`src/rtl/fb_port_arbiter.sv`:
```
// Frame-RAM port arbiter: VGA scan-out reads take every active-video cycle; queued pixel writes drain in blanking.
// Optional FB_ARB_CLIP_COUNT_EN adds a saturating counter of discarded out-of-range writes.
module fb_port_arbiter #(
    parameter int H_ACTIVE   = 640,
    parameter int V_ACTIVE   = 480,
    parameter int ADDR_W     = 19,
    parameter int DATA_W     = 8,
    parameter int FIFO_DEPTH = 4
) (
    input  logic                          clk_vga,
    input  logic                          vga_reset,
    input  logic [9:0]                    next_x,
    input  logic [9:0]                    next_y,
    output logic [DATA_W-1:0]             pix_out,
    input  logic                          wr_valid,
    output logic                          wr_ready,
    input  logic [9:0]                    wr_x,
    input  logic [9:0]                    wr_y,
    input  logic [DATA_W-1:0]             wr_data,
    output logic [ADDR_W-1:0]             mem_addr,
    output logic [DATA_W-1:0]             mem_wdata,
    output logic                          mem_we,
    input  logic [DATA_W-1:0]             mem_q,
    output logic [$clog2(FIFO_DEPTH):0]   fifo_level,
    output logic                          frame_start,
    output logic [15:0]                   clip_cnt
);

    localparam int PTR_W = $clog2(FIFO_DEPTH);
    localparam int LVL_W = PTR_W + 1;
    localparam logic [LVL_W-1:0] FULL_LVL = LVL_W'(FIFO_DEPTH);
    localparam logic [9:0] H_LIM = 10'(H_ACTIVE);
    localparam logic [9:0] V_LIM = 10'(V_ACTIVE);

    typedef enum logic [1:0] {G_NONE, G_READ, G_WRITE} grant_t;

    grant_t grant_q, grant_d;

    logic [ADDR_W-1:0] q_addr [FIFO_DEPTH];
    logic [DATA_W-1:0] q_data [FIFO_DEPTH];
    logic [PTR_W-1:0]  rd_ptr, wr_ptr;
    logic [LVL_W-1:0]  count;

    logic read_slot, fifo_empty, fifo_full;
    logic wr_in_range, accept, push, pop;
    logic at_origin, at_origin_q;

    // 640-wide lines: y*640 = (y<<9) + (y<<7)
    function automatic logic [ADDR_W-1:0] pix_addr(input logic [9:0] x, input logic [9:0] y);
        logic [ADDR_W-1:0] yy;
        yy = ADDR_W'(y);
        return (yy << 9) + (yy << 7) + ADDR_W'(x);
    endfunction

    always_comb begin
        read_slot   = (next_x < H_LIM) && (next_y < V_LIM);
        at_origin   = (next_x == 10'd0) && (next_y == 10'd0);
        fifo_empty  = (count == '0);
        fifo_full   = (count == FULL_LVL);
        wr_ready    = !fifo_full && !vga_reset;
        wr_in_range = (wr_x < H_LIM) && (wr_y < V_LIM);
        accept      = wr_valid && wr_ready;
        push        = accept && wr_in_range;
        pop         = !read_slot && !fifo_empty && !vga_reset;

        mem_we    = pop;
        mem_addr  = '0;
        mem_wdata = '0;
        if (read_slot) begin
            mem_addr = pix_addr(next_x, next_y);
        end else if (pop) begin
            mem_addr  = q_addr[rd_ptr];
            mem_wdata = q_data[rd_ptr];
        end

        grant_d = read_slot ? G_READ : G_WRITE;
        pix_out = (grant_q == G_READ) ? mem_q : '0;
    end

    always_ff @(posedge clk_vga) begin
        if (vga_reset) begin
            grant_q     <= G_NONE;
            rd_ptr      <= '0;
            wr_ptr      <= '0;
            count       <= '0;
            at_origin_q <= 1'b0;
            frame_start <= 1'b0;
        end else begin
            grant_q <= grant_d;
            if (push) wr_ptr <= wr_ptr + 1'b1;
            if (pop)  rd_ptr <= rd_ptr + 1'b1;
            case ({push, pop})
                2'b10:   count <= count + 1'b1;
                2'b01:   count <= count - 1'b1;
                default: count <= count;
            endcase
            at_origin_q <= at_origin;
            frame_start <= at_origin && !at_origin_q;
        end
    end

    always_ff @(posedge clk_vga) begin
        if (push) begin
            q_addr[wr_ptr] <= pix_addr(wr_x, wr_y);
            q_data[wr_ptr] <= wr_data;
        end
    end

    assign fifo_level = count;

`ifdef FB_ARB_CLIP_COUNT_EN
    always_ff @(posedge clk_vga) begin
        if (vga_reset)
            clip_cnt <= '0;
        else if (accept && !wr_in_range && clip_cnt != '1)
            clip_cnt <= clip_cnt + 1'b1;
    end
`else
    assign clip_cnt = '0;
`endif

endmodule

```
`config.mk`:
```
export PLATFORM = sky130hd
export DESIGN_NAME = fb_port_arbiter
export DESIGN_NICKNAME = d
export VERILOG_FILES = /design/src/rtl/fb_port_arbiter.sv
export SDC_FILE = /design/constraint.sdc
export NUM_CORES = 1
export LEC_CHECK = 0
export ABC_AREA = 0
export CORE_ASPECT_RATIO = 0.5
export CORE_MARGIN = 5
export CORE_UTILIZATION = 41
export CTS_CLUSTER_SIZE = 25
export DETAILED_ROUTE_END_ITERATION = 7
export PLACE_DENSITY = 0.71
export SLEW_MARGIN = 30
export SYNTH_ARGS = -nofsm -noshare
export SYNTH_HDL_FRONTEND = slang
export SYNTH_SLANG_ARGS = --single-unit
```
`constraint.sdc`:
```
create_clock -name clk_vga -period 3.81 [get_ports clk_vga]
set_input_delay 0.762 -clock clk_vga [delete_from_list [all_inputs] [get_ports clk_vga]]
set_output_delay 0.762 -clock clk_vga [all_outputs]
set_load 0.03 [all_outputs]
```
-- Word-level counts from Yosys, hierarchy flattened
Memories as Yosys holds them, arrays and structs flattened. A register that Yosys moved wholly into a read port is not among the register bits.
Cells that the tools add are included.
- reductions and logical operators: 18
- equal/unequal tests: 4
- muxes and demuxes: 13
- add/sub/neg operators: 8
- $lt $le $gt $ge: 4
- operators by type and width (cell ; count):
    $add A19 B10 Y19 ; 2
    $add A19 B17 Y19 ; 2
    $mux W19 ; 2
    $mux W8 ; 3
    $logic_not A10 Y1 ; 2
    $lt A10 B10 Y1 const B ; 2
    $lt A10 B9 Y1 const B ; 2
    $mux W2 ; 5
    $logic_and A1 B1 Y1 ; 9
    $pmux W3 S2 ; 1
    $logic_not A1 Y1 ; 5
    $add A2 B1 Y2 const B ; 2
    $eq A2 B1 Y1 const B ; 2
    $add A3 B1 Y3 const B ; 1
    $eq A3 B3 Y1 const B ; 1
    $logic_not A3 Y1 ; 1
    $sub A3 B1 Y3 const B ; 1
    $eq A2 B2 Y1 const B ; 1
    $mux W1 ; 2
    $reduce_bool A2 Y1 ; 1
- memories kept: 2
- flip-flop bits (word level): 11
- logic and storage cells: 55
- RAM bits: 108
- output and inout bits: 57
- input port bits: 59
- memory list (name ; depth ; width ; rd ports ; clocked after Yosys merged registers in ; write ports ; line ; source):
    q_addr ; 4 ; 19 ; 1 ; 1 ; 1 ; 39 ; logic [ADDR_W-1:0] q_addr [FIFO_DEPTH];
    q_data ; 4 ; 8 ; 1 ; 1 ; 1 ; 40 ; logic [DATA_W-1:0] q_data [FIFO_DEPTH];

-- Logic depth before layout (Yosys ltp)
Gate-level depths: netlist of run 1.
- depth in word-level cells: 7
- mapped depth: 11
- depth with buffers taken out: 10

-- Worst setup path before layout of run 1
Ideal clock, no wire load.
- path type: input port to output port
- from: in next_x[9]
- to: out mem_addr[16]
- cell stages on the path: 9
- data arrival time: 3232 ps
- path buffers: 0
- data required time: 3048 ps
- path slack: -184 ps
- cell sequence: inv_1 fa_1 inv_1 fa_1 a211oi_1 o21ai_0 a41o_1 xnor2_1 o21ai_0
- longest elaborated chain between the ends: 7
- elaborated cells on any way between the ends: 8
- RTL lines (item ; line ; source):
    from (decl) ; 12 ; input logic [9:0] next_x,
    $lt A10 B10 Y1 ; 56 ; read_slot = (next_x < H_LIM) && (next_y < V_LIM);
    $logic_and A1 B1 Y1 ; 56 ;
    $logic_not A1 Y1 ; 64 ; pop = !read_slot && !fifo_empty && !vga_reset;
    $logic_and A1 B1 Y1 (2 in a row) ; 64 ;
    $mux W19 ; 71 ; end else if (pop) begin
    $mux W19 * ; 69 ; if (read_slot) begin
    to (decl) ; 20 ; output logic [ADDR_W-1:0] mem_addr,
Every way passes the cells marked *; elsewhere a longest branch is shown, timed or not.

-- Worst setup path in the final report of run 1
Same ends and word-level chain as after synthesis.

==> summary.md, run 1 <==
| Metric | Value |
|---|---|
| Clk Latency, worst-skew pair | `about 0.40 ns` |
| CTS root buffer | `clkbuf_16` |
| Top post-synthesis cells by count | `edfxtp_1 (108), ha_1 (43), mux4_2 (27), and2_1 (21), inv_1 (21)` |
| Worst min path class | `reg2reg` |
| Fin util | `a little under three fifths` |
| Sequential cell area | `about 0.0035 mm²` |
| Pins Over Slew Limit | `0` |
| Largest net degree at the start of global routing | `27` |
| Layout cells sized above 1 | `27.3%` |
| Via count | `3838` |
| Yosys top cell area share | `a little over half` |
| Crit path max fanout | `2` |
| Die W | `around 180 µm` |
| Detail Route Antenna Nets | `0` |
| Startpoint Class | `input port` |
| Routability cong. | `0.833` |
| Crit Path Class | `in2out` |
| Hold depth | `1` |
| Die area | `~0.018 mm²` |
| Worst path cell trace | `buf_6 > inv_2 > fa_1 > inv_2 > fa_2 > a211oi_2 > o21ai_2 > a41o_1 > buf_4 > xnor2_1 > o21ai_1 > buf_4` |
| Critical path's slowest cell | `fa_1` |
| Clock tree buffer depth | `2` |
| WP buf/inv | `5` |
| Yosys reg bits | `121` |
| Via density | `around 5` |
| ANT cells | `0` |
| Mapped Cells | `about 400` |
| Hold Path End | `frame_start$_SDFF_PP0_` |
| Cell Rows | `31` |
| RR Startpoint | `fifo_level[2]$_SDFFE_PP0P_` |
| Area after DPL | `~0.0076 mm²` |
| Post-CTS Hold Fix Bufs | `0` |
| Detailed Place HPWL | `slightly below 10 mm` |
| H-tree depth | `4` |
| Final WS setup | `approximately 0.1 ns` |
| Initial Util | `a little over two fifths` |
| Yosys cell types | `47` |
| CP arrival | `2.95 ns` |
| Design area | `around 0.0082 mm²` |
| Area leader, netlist | `edfxtp_1` |
| Slew @ Worst Pin | `about 0.5 ns` |
| Fill count | `1171` |
| Min-delay src | `at_origin_q$_SDFF_PP0_` |
| Skew final | `0.00746 ns` |
| Worst VDD drop | `0.372 mV` |
| Final std cells w/o fill | `769` |
| GR Util All Layers | `roughly 16%` |
| Depth of the worst register-to-register path | `9` |
| Sequential area share after synthesis | `roughly 58%` |
| Crit path launch | `next_x[9]` |
| Reg2reg end | `fifo_level[2]$_SDFFE_PP0P_` |
| Top post-synthesis cells by area | `edfxtp_1 (53%), mux4_2 (10%), ha_1 (8.8%), dfxtp_1 (4.3%), buf_4 (2.5%)` |
| Buffers on Ports | `99` |
| Fin Hold WS | `about 0.38 ns` |
| Final period util | `97.4%` |
| Total power | `roughly 3.6 mW` |
| R2R Setup Slk | `~1.4 ns` |
| Max-cap check violation count | `0` |
| Min Clock Period, post-route | `between 3 and 4 ns` |
| Drc violations | `0` |
| CTS tree | `built` |
| WL final | `approximately 13 mm` |
| Mean area per synthesized cell | `around 15 µm²` |
| DP Worst Slack | `-0.759 ns` |
| # clock sinks | `121` |
| Dpl cells | `734` |
| Top_reg_cell synth | `edfxtp_1` |
| Asr flop ratio synth | `0%` |
| First-pass GRT wire length | `approximately 21 mm` |
| Crit-path max cell delay | `0.55 ns` |
| Routed WL per cell | `roughly 17 µm` |
| Area of the core | `around 0.015 mm²` |
| NumNets Final | `between 600 and 700` |
| Status | `finished, final reports clean` |
| Ys Warns | `0` |
| Die Y | `96.1 µm` |
| Crit. End Element | `output port` |
| Clk pin slew, worst setup/hold paths | `roughly 0.050 ns` |
| Iter 0 DRT Violations | `around 210` |
| Post-synth EDFFs | `108` |
| Num CTS Buffers | `17` |
| Initial antenna violation count | `0` |
| Critical Path RT | `approximately 3.1 ns` |
| Grt ovf | `0` |
| CP delay by family, top | `adder cells` |
| I/O pin count | `around 120` |
| Max Clock Freq | `~270 MHz` |
| Unrepaired setup endpoints after global routing | `no` |
| Lkg Pwr | `about 3.1 nW` |
| Area Overhead vs Synth | `35.0%` |
| Power Dens Cells | `approximately 440 mW/mm²` |
| Setup tns final | `0 ns` |
| Number of global-route vias before repair | `4136` |
| Initial DRT Pass Iterations | `4` |
| Post-synthesis cell area | `just over 0.006 mm²` |
| Rel. slew slack | `roughly 66%` |
| Final setup viols | `0` |
| Final hold vios | `0` |
| Count leader, synth | `edfxtp_1` |
| Multi-input logic area | `0.00249 mm²` |
-- layout make-up --
type / instances / share of cell area (%)
sequential: 121 / 42.7
multi-input combinational: 253 / 30.3
timing repair buffer: 144 / 16.5
clock buffer: 19 / 5.27
tap: 198 / 3.02
clock inverter: 13 / 1.28
inverter: 21 / 0.960
-- layout by cell type (no fill, tap or decap), drive strengths merged, types with 11 or more instances in the layout --
master,n
a21oi,11
and2,21
buf,75
clkbuf,19
clkdlybuf4s50,62
conb,16
dfxtp,13
edfxtp,108
ha,43
inv,22
mux4,27
nand2,13
nor2,15
o21ai,17
xnor2,13
-- where the power goes --
part           internal, mW  switching [mW]
clock network         0.888           0.537
logic                 0.318           0.348
registers              1.50          0.0112
-- timing repair --
action / CTS / global route
endpoints found under the setup margin: 9 / 7
pin swaps: 13 / 8
setup buffers: 3 / 0
gates resized for setup: 36 / 10
-- registers in the layout (all words and copies together), names as in the netlist, named ones only --
name	count
rd_ptr	2
q_data	32
frame_start	1
q_addr	76
wr_ptr	2
at_origin_q	1
fifo_level	3
grant_q	2
-- worst max-delay path by stage --
stage	end	slack [ns]	cells past startpoint
floorplan	mem_addr[16]	0.04	9
global placement	mem_addr[18]	-0.71	11
detailed placement	mem_addr[18]	-0.76	11
CTS	mem_addr[17]	0.01	12
global route	mem_addr[17]	0.002	12
finish	mem_addr[16]	0.1	12
-- cell families (layout without fill, tap and decap cells) --
kind of cell	count (synthesis)	in the layout	synth area share, %
simple gates	77	77	6.85
compound gates	63	63	7.47
mux	28	28	10.2
other cells	1	16	0.0617
xor+xnor	21	21	3.02
flops	121	121	57.6
fa+ha+maj	48	48	10.5
buf+inv	49	197	4.32
-- layer usage --
layer	global-route usage [%]	wire [µm]	vias up
met1	20.7	6040	1869
met3	3.62	824	13
met4	4.81	153	0
met5	0	0	-
met2	25.9	6150	115
li1	-	-	1841
(Power assumes the default switching activity.)
==> run 2, diff against run 1 <==
--- a/config.mk
+++ b/config.mk
@@ -5,13 +5,13 @@
 export SDC_FILE = /design/constraint.sdc
 export NUM_CORES = 1
 export LEC_CHECK = 0
-export ABC_AREA = 0
+export ABC_AREA = 1
 export CORE_ASPECT_RATIO = 0.5
 export CORE_MARGIN = 5
-export CORE_UTILIZATION = 41
+export CORE_UTILIZATION = 53
 export CTS_CLUSTER_SIZE = 25
 export DETAILED_ROUTE_END_ITERATION = 7
-export PLACE_DENSITY = 0.71
+export PLACE_DENSITY = 0.87
 export SLEW_MARGIN = 30
 export SYNTH_ARGS = -nofsm -noshare
 export SYNTH_HDL_FRONTEND = slang
==> run 2 against run 1 <==
  * Register-to-register slack better by 0.17 ns
  * Clock-buffer cell count down 1
  * Total power up 5.8%
  * Area after synthesis up 5.6%
  * Synthesized cell count up 59%
  * Routed wire length up 25%
  * Largest power group is now clock
  * Setup slack better by 0.0011 ns
  * Sequential cell count unchanged
  * Non-clock buffer count down 12
  * Clock skew down 0.0016 ns
==> summary.md, run 2 <==
| Metric | Value |
|---|---|
| H-tree depth | `4 (unchanged)` |
| Depth of the worst register-to-register path | `11 (+2)` |
| Sequential area share after synthesis | `54.5% (-3.1 points)` |
| Area of the core | `0.0118 mm² (-18%)` |
| Area after DPL | `0.00773 mm² (+2.3%)` |
| Initial Util | `54.2% (+12 points)` |
| Post-synthesis cell area | `0.00642 mm² (+5.6%)` |
| # clock sinks | `121 (unchanged)` |
| Routability cong. | `0.865 (+3.9%)` |
| Crit-path max cell delay | `0.71 ns (+0.16 ns)` |
| Layout cells sized above 1 | `14.2% (-13 points)` |
| Min-delay src | `at_origin_q$_SDFF_PP0_` |
| Min Clock Period, post-route | `3.71 ns (-0.00106 ns)` |
| Compound-Gate Fraction of Synth Area | `11.0% (+3.6 points)` |
| Power Dens Cells | `455 mW/mm² (+3.7%)` |
| I/O pin count | `116 (unchanged)` |
| Adder-Cell Fraction of Synth Area | `9.94% (-0.56 points)` |
| Largest net degree at the start of global routing | `31 (+15%)` |
| Reg2reg end | `fifo_level[2]$_SDFFE_PP0P_` |
| First-pass GRT wire length | `26.0 mm (+25%)` |
| Detail Route Antenna Nets | `0 (unchanged)` |
| R2R Setup Slk | `1.54 ns (+0.17 ns)` |
| Top_reg_cell synth | `edfxtp_1` |
| Post-synthesis mux area share | `0% (-10 points)` |
| Top post-synthesis cells by area | `edfxtp_1 (50%), ha_1 (8.4%), nor2_1 (5.9%), nand2_1 (5.4%), o21ai_0 (4.4%)` |
| Dpl cells | `927 (+26%)` |
| Ys Warns | `0 (unchanged)` |
| CTS root buffer | `clkbuf_16` |
| Crit path top cell by count | `clkdlybuf4s50_1` |
| Routed WL per cell | `17.1 µm (about the same)` |
| Skew final | `0.00586 ns (-0.00160 ns)` |
| Asr flop ratio synth | `0% (unchanged)` |
| Fill count | `792 (-32%)` |
| Die Y | `87.8 µm (-8.6%)` |
| Via density | `5.48 (+9.9%)` |
| Crit path launch | `next_y[6]` |
| Initial antenna violation count | `0 (unchanged)` |
| Yosys top cell area share | `50.5% (-2.8 points)` |
| Rel. slew slack | `61.1% (-5.3 points)` |
| WP buf/inv | `3 (-2)` |
| Worst min path class | `reg2reg` |
| CP arrival | `2.95 ns (about the same)` |
| Crit Path Class | `in2out` |
| Final WS setup | `0.100 ns (+0.00106 ns)` |
| Clk Latency, worst-skew pair | `0.42 ns (+0.02 ns)` |
| Critical Path RT | `3.05 ns (about the same)` |
| Startpoint Class | `input port` |
| Mean area per synthesized cell | `9.88 µm² (-34%)` |
| Die W | `166 µm (-9.1%)` |
| Cell Rows | `28 (-9.7%)` |
| Iter 0 DRT Violations | `447 (+110%)` |
| Post-synth EDFFs | `108 (unchanged)` |
| Hold depth | `1 (unchanged)` |
| Design area | `0.00838 mm² (+2.0%)` |
| Main combinational cell family by area after synthesis | `simple AND/OR/NAND/NOR gates` |
| Final period util | `97.4% (about the same)` |
| Status | `finished, final reports clean` |
| Clock tree buffer depth | `2 (unchanged)` |
| Hold Path End | `frame_start$_SDFF_PP0_` |
| Max Clock Freq | `270 MHz (about the same)` |
| Area leader, netlist | `edfxtp_1` |
| Top post-synthesis cells by count | `edfxtp_1 (108), nor2_1 (101), nand2_1 (92), inv_1 (69), o21ai_0 (57)` |
| Flip-flop count of the largest register after layout | `76 (unchanged)` |
| Postcts setup bufs | `0 (-3)` |
| Count leader, synth | `edfxtp_1` |
| Drc violations | `0 (unchanged)` |
| Yosys cell types | `35 (-26%)` |
| Initial DRT Pass Iterations | `5 (+1)` |
| Final hold vios | `0 (unchanged)` |
| Final setup viols | `0 (unchanged)` |
| Total power | `3.81 mW (+5.8%)` |
| Xor/xnor cell area share of the yosys netlist | `1.36% (-1.7 points)` |
| DP Worst Slack | `-0.449 ns (+0.310 ns)` |
| Worst path cell trace | `clkdlybuf4s50_1 > buf_4 > nand4_1 > nand3_2 > nand3_4 > a21oi_1 > clkdlybuf4s50_1` |
| CP delay by family, top | `buffers and inverters` |
| Max-cap check violation count | `0 (unchanged)` |
| Final std cells w/o fill | `959 (+25%)` |
| Number of global-route vias before repair | `5351 (+29%)` |
| Pins Over Slew Limit | `0 (unchanged)` |
| Grt ovf | `0 (unchanged)` |
| Critical path's slowest cell | `clkdlybuf4s50_1` |
| Crit. End Element | `output port` |
| Most common cell after layout, fill and taps aside | `edfxtp_1` |
| Clk pin slew, worst setup/hold paths | `0.06 ns (about the same)` |
| Via count | `5259 (+37%)` |
| Largest reg by FF count | `q_addr` |
| Setup tns final | `0 ns (unchanged)` |
| Lkg Pwr | `3.45 nW (+11%)` |
| ANT cells | `0 (unchanged)` |
| Area Overhead vs Synth | `30.4%` |
| Die area | `0.0146 mm² (-17%)` |
| Mapped Cells | `650 (+59%)` |
| Worst VDD drop | `0.367 mV (-1.3%)` |
| Detailed Place HPWL | `11.0 mm (+13%)` |
| RR Startpoint | `fifo_level[2]$_SDFFE_PP0P_` |
| WL final | `16.4 mm (+25%)` |
| Yosys reg bits | `121 (unchanged)` |
| Buffers on Ports | `99 (unchanged)` |
| Crit path max fanout | `14 (+12)` |
| Slew @ Worst Pin | `0.583 ns (+0.0823 ns)` |
| NumNets Final | `888 (+34%)` |
| CTS tree | `built` |
| Most frequent cells in the layout | `edfxtp_1 (108), nor2_1 (97), nand2_1 (85), clkdlybuf4s50_1 (79), inv_1 (65)` |
| Num CTS Buffers | `17 (unchanged)` |
| GR Util All Layers | `22.9% (+7.4 points)` |
| Simple-gate share of the synthesized area | `14.8% (+8.0 points)` |
-- run 2: cell count changes after synthesis, moves of 16 or more --
cell,previous run,this run
a21oi_1,11,32
nor2_1,15,101
nand2_1,13,92
o22ai_1,0,16
inv_1,21,69
nand3_1,2,18
mux4_2,27,0
and2_1,21,0
o21ai_0,14,57
-- run 2: what timing repair did --
item,in CTS,in global routing
hold buffers,0,0
setup endpoints to repair,7,6
resized for setup,15,12
pin swaps,3,8
-- run 2: metrics by stage --
stage                     hold WS, ns  utilization [%]
after floorplan                 0.368                -
after global placement          0.371             65.3
final                           0.385             70.7
after global routing            0.406             70.7
after detailed placement        0.381             65.3
after CTS                       0.390             70.4
-- run 2: per-layer routing --
| layer | GRT usage [%] | vias to the layer above | routed length [µm] |
|---|---|---|---|
| li1 | - | 2461 | - |
| met1 | 27.1 | 2468 | 6540 |
| met2 | 40.6 | 286 | 8050 |
| met3 | 7.39 | 44 | 1530 |
| met4 | 7.63 | 0 | 315 |
| met5 | 0 | - | 0 |
-- run 2: how the worst max path moves through the flow --
| stage | end | slack [ns] | depth (start not counted) |
|---|---|---|---|
| finish | mem_wdata[0] | 0.10 | 7 |
| global route | mem_addr[17] | -0.006 | 15 |
| floorplan | mem_addr[12] | 0.49 | 8 |
| global placement | mem_addr[18] | -0.43 | 14 |
| detailed placement | mem_addr[18] | -0.45 | 14 |
| CTS | mem_addr[15] | 0.04 | 13 |
-- run 2: cell families (layout without fill, tap and decap cells) --
| family | Yosys count | after routing |
|---|---|---|
| AOI/OAI and AO/OA | 130 | 130 |
| xor gates and xnor gates | 10 | 10 |
| adders and majority gates | 48 | 48 |
| buffers and inverters | 110 | 239 |
| DFF | 121 | 121 |
| other | 1 | 16 |
| and+or+nand+nor | 230 | 230 |
-- run 2: worst register-to-register path: cells and delay by family (launching register included) --
kind	cells	cell delay (ns)
compound gates	5	0.85
flops	1	0.33
fa+ha+maj	2	0.54
buf+inv	3	0.30
simple gates	1	0.14
-- run 2: power breakdown --
part / internal [mW] / switching, mW / total, mW / leakage (nW)
combinational: 0.273 / 0.392 / 0.665 / 2.09
sequential: 1.49 / 0.0122 / 1.51 / 1.08
clock: 1.03 / 0.605 / 1.64 / 0.283
-- run 2: cell type report --
cell class	count	area [µm²]	share of cell area, %
clock buffers	18	429	5.12
well taps	165	206	2.46
flip-flops and latches	121	3500	41.8
inverters	75	287	3.42
multi-input cells	434	2500	29.9
repair buffers	132	1270	15.2
clock inverters	14	173	2.06
==> variant, RTL diff (settings of run 1) <==
The option `FB_ARB_CLIP_COUNT_EN` is turned on by a define.
--- a/src/rtl/fb_port_arbiter.sv
+++ b/src/rtl/fb_port_arbiter.sv
@@ -1,5 +1,7 @@
 // Frame-RAM port arbiter: VGA scan-out reads take every active-video cycle; queued pixel writes drain in blanking.
 // Optional FB_ARB_CLIP_COUNT_EN adds a saturating counter of discarded out-of-range writes.
+`define FB_ARB_CLIP_COUNT_EN
+
 module fb_port_arbiter #(
     parameter int H_ACTIVE   = 640,
     parameter int V_ACTIVE   = 480,
Behaviour: not the same (a bounded check fails within 4 cycles, from zero or initial values and one cycle with vga_reset high).
==> variant against run 1 <==
Die area grew 9.2%. Critical path depth fell by 2. Routed wire length grew 16%. Combinational power is 8.4% lower. Final area up 9.6%. Sequential cell count grew 16. Power up 12%. Area after synthesis is 10% higher. Worst setup slack got worse by 0.0057 ns. Critical endpoint unchanged. Non-clock buffer count rose by 1.
==> variant: results (changes against run 1) <==
- Clkbuf count: 17 (-2)
- Worst slew margin: 41.3% (-25 points)
- Number of global-route vias before repair: 4570 (+10%)
- Setup slack at placement: -0.562 ns (+0.197 ns)
- Total routed wirelength: 15.2 mm (+16%)
- Hold WS: 0.388 ns (+0.00752 ns)
- First-pass GRT wire length: 24.1 mm (+16%)
- Multi-input gates: 305 (+21%)
- DP Wirelength: 10.7 mm (+10%)
- Largest net degree at the start of global routing: 28 (+3.7%)
- # fillers: 1349 (+15%)
- Sw Ratio: 25.2% (+0.26 points)
- Avg Vias per Cell: 5.13 (+2.9%)
- Layout cells sized above 1: 22.0% (-5.4 points)
- Compound-cell area share of the yosys netlist: 8.71% (+1.2 points)
- Largest cells by area after synthesis: edfxtp_1 48%, mux4_2 9.1%, dfxtp_1 8.7%
- Area of the multi-input gates: 2830 um2 (+14%)
- Final RePlAce weighted congestion: 0.805 (-3.3%)
- Total combinational power: 610 uW (-8.4%)
- Sequential cell area share: 42.5% (-0.16 points)
- Setup bufs post-CTS: 0 (-3)
- Port-buffer cells: 115 (+16%)
- Total GRT Usage: 16.4% (+0.84 points)
- Fraction of area in multi-input gates: 31.4% (+1.1 points)
- Placed cell areas: 8280 um2 (+9.6%)
- Fin nets: 737 (+11%)
- Worst R2R Path Depth: 10 (+1)
- Min-Delay Path Class: flip-flop to flip-flop
- Synth Area in XOR/XNOR: 3.40% (+0.38 points)
- Sequential power share: 41.8% (about the same)
- Crit path from: next_y[5]
- Clock-cell share of area: 6.98% (+0.43 points)
- Non-clk invs: 23 (+9.5%)
- Total die area: 19100 um2 (+9.2%)
- R2R Setup Slk: 1.18 ns (-0.19 ns)
- CTS resizes: 19 (-47%)
- Min Clock Period, post-route: 3.72 ns (+0.00572 ns)
- Final-layout non-clock buffer area share: 15.0% (-1.5 points)
- Worst-path fanout max: 4 (+2)
- CP max stage delay: 0.46 ns (-0.09 ns)
- Critical path's slowest cell: clkdlybuf4s50_1
- Drt first-iter violations: 253 (+22%)
- Post-synthesis adder-cell area fraction: 9.72% (-0.77 points)
- Mux share of post-synthesis cell area: 9.53% (-0.63 points)
- Seq/Total Area, Yosys: 57.1% (-0.48 points)
- Final Skew: 0.00651 ns (-0.000951 ns)
- Outcome: complete, no violations
-- variant: critical path: cells and delay by family --
kind            cells  cell delay [ns]
compound gates      4             0.60
fa+ha+maj           2             0.61
buf+inv             3             0.81
xor+xnor            1             0.18
-- variant: per-stage QoR --
stage | std cells | power, mW
floorplan | 480 | 2.05
global placement | 836 | 2.28
detailed placement | 836 | 2.29
CTS | 868 | 4.03
global route | 869 | 4.18
finish | 869 | 4.01
-- variant: logic make-up (layout without fill, tap and decap cells) --
group / after synthesis / count (layout)
compound gates: 85 / 85
xor+xnor: 26 / 26
fa+ha+maj: 49 / 49
buf+inv: 38 / 200
flops: 137 / 137
mux: 30 / 30
simple gates: 115 / 115
-- variant: routing by layer --
| metal | vias to the layer above | track usage [%] | routed length, um |
|---|---|---|---|
| met5 | - | 0 | 0 |
| met4 | 0 | 5.74 | 255 |
| met3 | 22 | 4.07 | 908 |
| met2 | 122 | 28.6 | 7880 |
| met1 | 2156 | 20.2 | 6180 |
| li1 | 2161 | - | - |
